===== src/rtl/seven_seg_pkg.sv =====
// Shared constants for the seven-segment display bus: segment bit positions,
// the 16-entry hex glyph table used by the encoder and decoder, and digit count.
package seven_seg_pkg;

  localparam int unsigned NUM_DIGITS = 6;

  localparam int unsigned SEG_A  = 0;
  localparam int unsigned SEG_B  = 1;
  localparam int unsigned SEG_C  = 2;
  localparam int unsigned SEG_D  = 3;
  localparam int unsigned SEG_E  = 4;
  localparam int unsigned SEG_F  = 5;
  localparam int unsigned SEG_G  = 6;
  localparam int unsigned SEG_DP = 7;

  // Active-high gfedcba glyphs, element n is the glyph for hex value n.
  localparam logic [15:0][6:0] SEG_PATTERNS = {
    7'h71, 7'h79, 7'h5E, 7'h39, 7'h7C, 7'h77, 7'h6F, 7'h7F,
    7'h07, 7'h7D, 7'h6D, 7'h66, 7'h4F, 7'h5B, 7'h06, 7'h3F
  };

  typedef struct packed {
    logic       ok;
    logic [3:0] value;
  } seg_decode_t;

  typedef enum logic [1:0] {
    ADDR_BLANK  = 2'd0,
    ADDR_ONEHOT = 2'd1,
    ADDR_MULTI  = 2'd2
  } addr_kind_t;

  function automatic logic [6:0] seg_encode(input logic [3:0] value);
    return SEG_PATTERNS[value];
  endfunction

endpackage


===== src/rtl/seven_seg_pattern_decoder.sv =====
// Combinational reverse lookup of a 7-bit active-high glyph to its hex value;
// ok is low for any pattern not present in the glyph table.
module seven_seg_pattern_decoder
  import seven_seg_pkg::*;
(
  input  logic [6:0]  i_pattern,
  output seg_decode_t o_decode
);

  always_comb begin
    o_decode = '0;
    for (int unsigned i = 0; i < 16; i++) begin
      if (i_pattern == SEG_PATTERNS[i[3:0]]) begin
        o_decode.ok    = 1'b1;
        o_decode.value = i[3:0];
      end
    end
  end

endmodule


===== src/rtl/seven_seg_scan_decoder.sv =====
// Loopback monitor for the multiplexed display bus: qualifies stable dwells,
// decodes each digit into shadow registers and publishes complete six-digit frames.
module seven_seg_scan_decoder
  import seven_seg_pkg::*;
#(
  parameter int unsigned STABLE_CYCLES   = 4,
  parameter bit          ADDR_ACTIVE_LOW = 1'b1,
  parameter bit          SEG_ACTIVE_LOW  = 1'b1
) (
  input  logic       clk,
  input  logic       reset,
  input  logic [5:0] addr_in,
  input  logic [7:0] seg_in,
  output logic [3:0] data_out5,
  output logic [3:0] data_out4,
  output logic [3:0] data_out3,
  output logic [3:0] data_out2,
  output logic [3:0] data_out1,
  output logic [3:0] data_out0,
  output logic [5:0] dp_out,
  output logic       frame_valid,
  output logic       seg_err,
  output logic       bus_err
);

  localparam int unsigned CNT_W = $clog2(STABLE_CYCLES + 1);

  logic [5:0]                  r_addr;
  logic [7:0]                  r_seg;
  logic [CNT_W-1:0]            r_cnt;
  logic [NUM_DIGITS-1:0][3:0]  r_shadow;
  logic [NUM_DIGITS-1:0]       r_shadow_dp;
  logic [NUM_DIGITS-1:0]       r_seen;
  logic [NUM_DIGITS-1:0][3:0]  r_data;
  logic [NUM_DIGITS-1:0]       r_dp;
  logic                        r_frame_valid;
  logic                        r_seg_err;
  logic                        r_bus_err;

  logic                        w_same;
  logic                        w_qualify;
  logic [5:0]                  w_addr;
  logic [7:0]                  w_seg;
  addr_kind_t                  w_kind;
  seg_decode_t                 w_dec;
  logic                        w_capture;
  logic [NUM_DIGITS-1:0]       w_seen_next;
  logic [NUM_DIGITS-1:0][3:0]  w_shadow_next;
  logic [NUM_DIGITS-1:0]       w_dp_next;

  // The incoming pair is compared with the registered pair, so the counter tracks
  // how many edges the registered pair has already been held unchanged.
  assign w_same    = (addr_in == r_addr) && (seg_in == r_seg);
  assign w_qualify = w_same && (r_cnt == CNT_W'(STABLE_CYCLES - 2));

  assign w_addr = ADDR_ACTIVE_LOW ? ~r_addr : r_addr;
  assign w_seg  = SEG_ACTIVE_LOW  ? ~r_seg  : r_seg;

  always_comb begin
    w_kind = ADDR_ONEHOT;
    if (w_addr == '0)
      w_kind = ADDR_BLANK;
    else if ((w_addr & (w_addr - 6'd1)) != '0)
      w_kind = ADDR_MULTI;
  end

  seven_seg_pattern_decoder u_pattern_decoder (
    .i_pattern (w_seg[6:0]),
    .o_decode  (w_dec)
  );

  assign w_capture   = w_qualify && (w_kind == ADDR_ONEHOT) && w_dec.ok;
  assign w_seen_next = r_seen | w_addr;

  always_comb begin
    w_shadow_next = r_shadow;
    w_dp_next     = r_shadow_dp;
    for (int unsigned i = 0; i < NUM_DIGITS; i++) begin
      if (w_addr[i]) begin
        w_shadow_next[i] = w_dec.value;
        w_dp_next[i]     = w_seg[SEG_DP];
      end
    end
  end

  always_ff @(posedge clk) begin
    if (reset) begin
      r_addr        <= '0;
      r_seg         <= '0;
      r_cnt         <= '0;
      r_shadow      <= '0;
      r_shadow_dp   <= '0;
      r_seen        <= '0;
      r_data        <= '0;
      r_dp          <= '0;
      r_frame_valid <= 1'b0;
      r_seg_err     <= 1'b0;
      r_bus_err     <= 1'b0;
    end else begin
      r_addr <= addr_in;
      r_seg  <= seg_in;
      if (!w_same)
        r_cnt <= '0;
      else if (r_cnt != CNT_W'(STABLE_CYCLES))
        r_cnt <= r_cnt + 1'b1;

      r_frame_valid <= 1'b0;
      r_seg_err     <= w_qualify && (w_kind == ADDR_ONEHOT) && !w_dec.ok;
      r_bus_err     <= w_qualify && (w_kind == ADDR_MULTI);

      if (w_capture) begin
        r_shadow    <= w_shadow_next;
        r_shadow_dp <= w_dp_next;
        if (w_seen_next == '1) begin
          r_data        <= w_shadow_next;
          r_dp          <= w_dp_next;
          r_frame_valid <= 1'b1;
          r_seen        <= '0;
        end else begin
          r_seen <= w_seen_next;
        end
      end
    end
  end

  assign data_out5   = r_data[5];
  assign data_out4   = r_data[4];
  assign data_out3   = r_data[3];
  assign data_out2   = r_data[2];
  assign data_out1   = r_data[1];
  assign data_out0   = r_data[0];
  assign dp_out      = r_dp;
  assign frame_valid = r_frame_valid;
  assign seg_err     = r_seg_err;
  assign bus_err     = r_bus_err;

endmodule


===== config.mk =====
export PLATFORM = sky130hd
export DESIGN_NAME = seven_seg_scan_decoder
export DESIGN_NICKNAME = d
export VERILOG_FILES = /design/src/rtl/seven_seg_pkg.sv /design/src/rtl/seven_seg_pattern_decoder.sv /design/src/rtl/seven_seg_scan_decoder.sv
export SDC_FILE = /design/constraint.sdc
export NUM_CORES = 1
export LEC_CHECK = 0
export ABC_AREA = 0
export BUFFER_PORTS_ARGS = -buffer_cell sky130_fd_sc_hd__buf_2
export CAP_MARGIN = 20
export CORE_MARGIN = 1
export CORE_UTILIZATION = 58
export CTS_CLUSTER_DIAMETER = 100
export DETAILED_ROUTE_END_ITERATION = 8
export PLACE_DENSITY_LB_ADDON = 0.3
export SETUP_SLACK_MARGIN = 0.2
export SKIP_CTS_REPAIR_TIMING = 1
export SYNTH_ARGS = -nofsm -noshare
export SYNTH_HDL_FRONTEND = slang
export SYNTH_HIERARCHICAL = 1
export SYNTH_SLANG_ARGS = --single-unit
export TNS_END_PERCENT = 50

===== constraint.sdc =====
create_clock -name clk -period 4.02 [get_ports clk]
set_input_delay 0.402 -clock clk [delete_from_list [all_inputs] [get_ports clk]]
set_output_delay 0.402 -clock clk [all_outputs]
set_load 0.01 [all_outputs]

# == Word level (Yosys, flattened, before mapping) ==
# Index checks and enable logic that the tools add are counted.
# classes
n_reduce_logical,12
addsub,2
n_bitwise,6
muxes,32
eq_ne,23
# op_table
op,n
"== test 7 bit, second input constant",12
2-to-1 mux 5 bit,16
2-to-1 mux 4 bit,6
"== test 7 x 3 -> 1 bit, second input constant",2
"== test 7 x 6 -> 1 bit, second input constant",2
== test 8 bit,1
inverter 8 bit,1
2-to-1 mux 1 bit,7
bitwise AND 6 bit,1
== test 6 bit,1
"== test 6 bit, second input constant",1
logical AND 1 bit,6
logical NOT 6 bit,1
2-to-1 mux 6 bit,1
inverter 6 bit,1
bitwise OR 6 bit,1
nonzero test 6 bit,1
"subtractor 6 x 1 -> 6 bit, second input constant",1
2-to-1 mux 2 bit,2
OR reduction 2 bit,2
"adder 3 x 1 -> 3 bit, second input constant",1
"== test 3 x 2 -> 1 bit, second input constant",1
"inequality test 3 bit, second input constant",1
"== test 2 x 1 -> 1 bit, second input constant",1
4 further kinds,5
# word_totals
output_inout_bits,33
ff_bits,86
input_bits,16

# == Depth between registers and ports, before layout ==
# depth
ltp_word,21
ltp_mapped,12

# == Modules after synthesis ==
# Netlist, hierarchy kept.
# by_module_without_submodules
module,area_each_um2,n_inst,cells_each
seven_seg_scan_decoder,4043.9,1,441
seven_seg_pattern_decoder,376.6,1,49

# == Worst setup path before layout ==
# Ideal clock, no wire load.
# synth_path
path_type,reg2reg
start,register r_seg[4]
end,"register r_data, in the netlist data_out0[0]"
arrival_time_ns,2.354
synth_period_minus_slack_ns,2.486
setup_time_ns,0.132
slack_ns,1.534
required_time_ns,3.888
path_buffers,3
path_stages_with_launch,13
cell_sequence,dfxtp_1 inv_1 clkbuf_8 nor4b_4 o2111ai_1 a21boi_1 nand4_1 o2111ai_1 or3_1 clkbuf_1 buf_2 o31ai_1 a21oi_1
# synth_rtl
item,line,source
from (decl),seven_seg_scan_decoder.sv:29,logic [7:0] r_seg;
from (signal assigned),seven_seg_scan_decoder.sv:101,r_seg <= seg_in;
to (signal assigned),seven_seg_scan_decoder.sv:115,r_data <= w_shadow_next;
to (decl),seven_seg_scan_decoder.sv:34,logic [NUM_DIGITS-1:0][3:0] r_data;

==> flow_summary_export.csv <==
group,metric,value,unit
global_routing,grt_pass1_vias,3410,
synth,synthCells,490,
global_routing,grt_util_all_layers,27.2,%
detailed_routing,drt_iter0_drc,232,
global_routing,antenna_found_initial,0,
setup_path,r2r_end,"data_out3[2]",
cts,cts_tree,"built",
hold_path,whs_path_depth,2,
global_routing,grt_pass1_wl,16600,µm
timing,layout_worst_path_cycle_share,76.9,%
setup_path,start_kind,"flop",
synth,seq_area_frac_synth,38.9,%
detailed_routing,viasPerCell,6.23,
status,status,"finished clean",
timing,skew,0.0142,ns
cts,htree_levels,3,
setup_path,reg2reg_slack,0.93,ns
detailed_routing,drtAntennaViolNets,0,
hold_path,whs_endpoint,"r_addr[3]",
power_and_ir_drop,ir_drop,0.000184,V
setup_path,ff2ff_path_depth,10,
cts,cts_root_buf,"clkbuf_8",
timing,setup_viol,0,
die,die_x,89.3,µm
global_routing,grt_remaining_overflow,0,
finish,drive_gt1_share,21.3,%
finish,antenna_cells,0,
die,die_height,89.3,µm
timing,relSlewSlack,33.5,%
setup_path,critPathCaptureType,"flop",
detailed_routing,avgRoutedWirePerCell,16.8,µm
setup_path,crit_required,4.26,ns
setup_path,worstPathArrival,3.33,ns
synth,synth-edff-count,0,
detailed_routing,drc,0,
finish,final_common_cell,"dfxtp_1",
die,ios,49,
cts,path_clk_slew,0.09,ns
finish,final_cell_mix,"dfxtp_1 (86), buf_2 (48), a21oi_1 (45), nand4_1 (36), o31ai_1 (30)",
timing,hold_ws,0.267,ns
global_routing,grt_max_degree,62,
timing,fmax,0.324,GHz
place,place_congestion,0.823,
power_and_ir_drop,p_leak,1.86,nW
setup_path,timing.critical_path.fanout_max,18,
setup_path,path_class,"reg2reg",
cts,clock-sinks,86,
synth,ys_warn_count,6,
timing,slew_violations,0,
timing,layout_min_cycle_time,3.09,ns
synth,synthArstFlopShare,0,%
timing,final.setup.tns,0,ns
finish,area_delta_synth_final,8.26,%
timing,rsz0062_at_grt,"no",
detailed_routing,drt_wl_total,10300,µm
cts,cts_made_buffers,9,
detailed_routing,dr.pass1.iters,5,
hold_path,min_path_type,"in2reg",
setup_path,worstReg2RegStart,"r_seg[5]",
hold_path,hp-start,"addr_in[3]",
finish,fin_nets,526,
job,drv_cap,0,
timing,hold_violations,0,
place,io_buffers,48,
die,rows,31,
synth,syn_area,4420,µm²
power_and_ir_drop,pwr_density_cell,330,nW/µm²
cts,worstSkewPairLatency,0.37,ns
synth,synth.avg_cell_area,9.02,µm²
detailed_routing,routed-via-count,3808,
synth,synth_cell_types,56,
synth,ys.flop_type,"dfxtp_1",
die,dieArea,7970,µm²
cts,cts_buffer_depth,2,
place,dp_hpwl,6830,µm
synth,syn_nets,509,
timing,worst_slew_pin_slew,0.997,ns
synth,yosys_register_bits,86,
die,initial_core_util,60.6,%
die,fp.coreArea,7290,µm²
-- critical path: stages (launching register included) --
cell and delay, ns:
dfxtp_1 0.33, inv_1 0.27, and4bb_1 0.27, nand3_1 0.15
o221a_1 0.18, nand4_1 0.16, o2111ai_1 0.32, or3_1 0.71
buf_8 0.27, o31ai_1 0.21, a21oi_1 0.09
-- power breakdown --
part	switching [mW]	internal (mW)	total, mW
clock network	0.337	0.232	0.569
logic	0.0747	0.0561	0.131
registers	0.0190	0.859	0.878
-- synthesized netlist by cell type, types with 2 or more instances --
master     instances  area share [%]
a211oi_2           3            0.85
a21boi_1           2            0.34
a21oi_1           45             5.1
and3_1             4            0.57
and4_1             3            0.59
buf_2             12             1.4
buf_4              2            0.34
buf_6              5             1.3
clkbuf_1          29             2.5
dfxtp_1           86              39
ha_1               3            0.85
inv_1             15             1.3
mux2_2            24             6.1
mux2i_1           21             4.8
nand2_1           16             1.4
nand2b_1          26             3.7
nand3_1           17             1.9
nand4_1           36             5.1
nor2_1            10            0.85
nor2b_1           21             3.0
nor3_1             5            0.57
nor4_1             3            0.42
nor4_2             2            0.57
o2111ai_1          2            0.40
o211ai_1           2            0.34
o21ai_0           16             1.8
o21bai_1           2            0.34
o221ai_1           2            0.40
o31ai_1           30             5.1
or3_1              4            0.57
or4_1              3            0.51
xnor2_1            2            0.40
xor2_1            14             2.8
-- layout make-up --
class | instances | area, µm²
clock buffers | 9 | 124
inverters | 15 | 56.3
flip-flops and latches | 86 | 1720
repair buffers | 56 | 315
multi-input cells | 339 | 2390
well taps | 99 | 124
clock inverters | 7 | 55.1
fillers | 622 | 2510
-- metrics by stage --
stage               total power, mW  utilization, %  setup WS, ns  cells  area (µm²)
global route                   1.64            65.6         0.653    611        4790
CTS                            1.59            65.4         0.757    610        4770
floorplan                     0.996               -          1.53    490        4420
finish                         1.58            65.6         0.930    611        4790
global placement               1.02            62.8         0.955    593        4580
detailed placement             1.03            63.0         0.777    594        4590
-- per-layer routing --
metal	up-vias	wire length [µm]	GRT usage, %
li1	1826	-	-
met1	1858	4570	35.1
met2	109	5010	45.5
met3	15	520	5.08
met4	0	172	10.1
met5	-	0	0
-- registers in the layout (all words and copies together), names as in the netlist --
register,flops
data_out0,4
r_addr,6
r_shadow_dp,6
dp_out,6
bus_err,1
r_cnt,3
data_out1,4
data_out4,4
data_out3,4
r_shadow,24
r_seg,8
data_out2,4
data_out5,4
r_seen,6
frame_valid,1
seg_err,1
-- how the worst max path moves through the flow --
stage	cells after the start	slack, ns	start	end
finish	10	0.93	r_seg[5]	data_out3[2]
global route	10	0.65	r_seg[5]	data_out2[0]
CTS	9	0.76	r_seg[4]	dp_out[4]
detailed placement	9	0.78	r_seg[4]	dp_out[4]
global placement	9	0.96	r_seg[6]	dp_out[0]
floorplan	12	1.53	r_seg[4]	data_out0[0]
-- logic make-up after synthesis --
logic type | count (synthesis) | share of synthesized area (%)
compound gates | 112 | 16.3
xor+xnor | 16 | 3.17
fa+ha+maj | 4 | 1.08
buf+inv | 65 | 7.10
flops | 86 | 38.9
mux | 45 | 10.9
simple gates | 162 | 22.5
(Power assumes the default switching activity.)
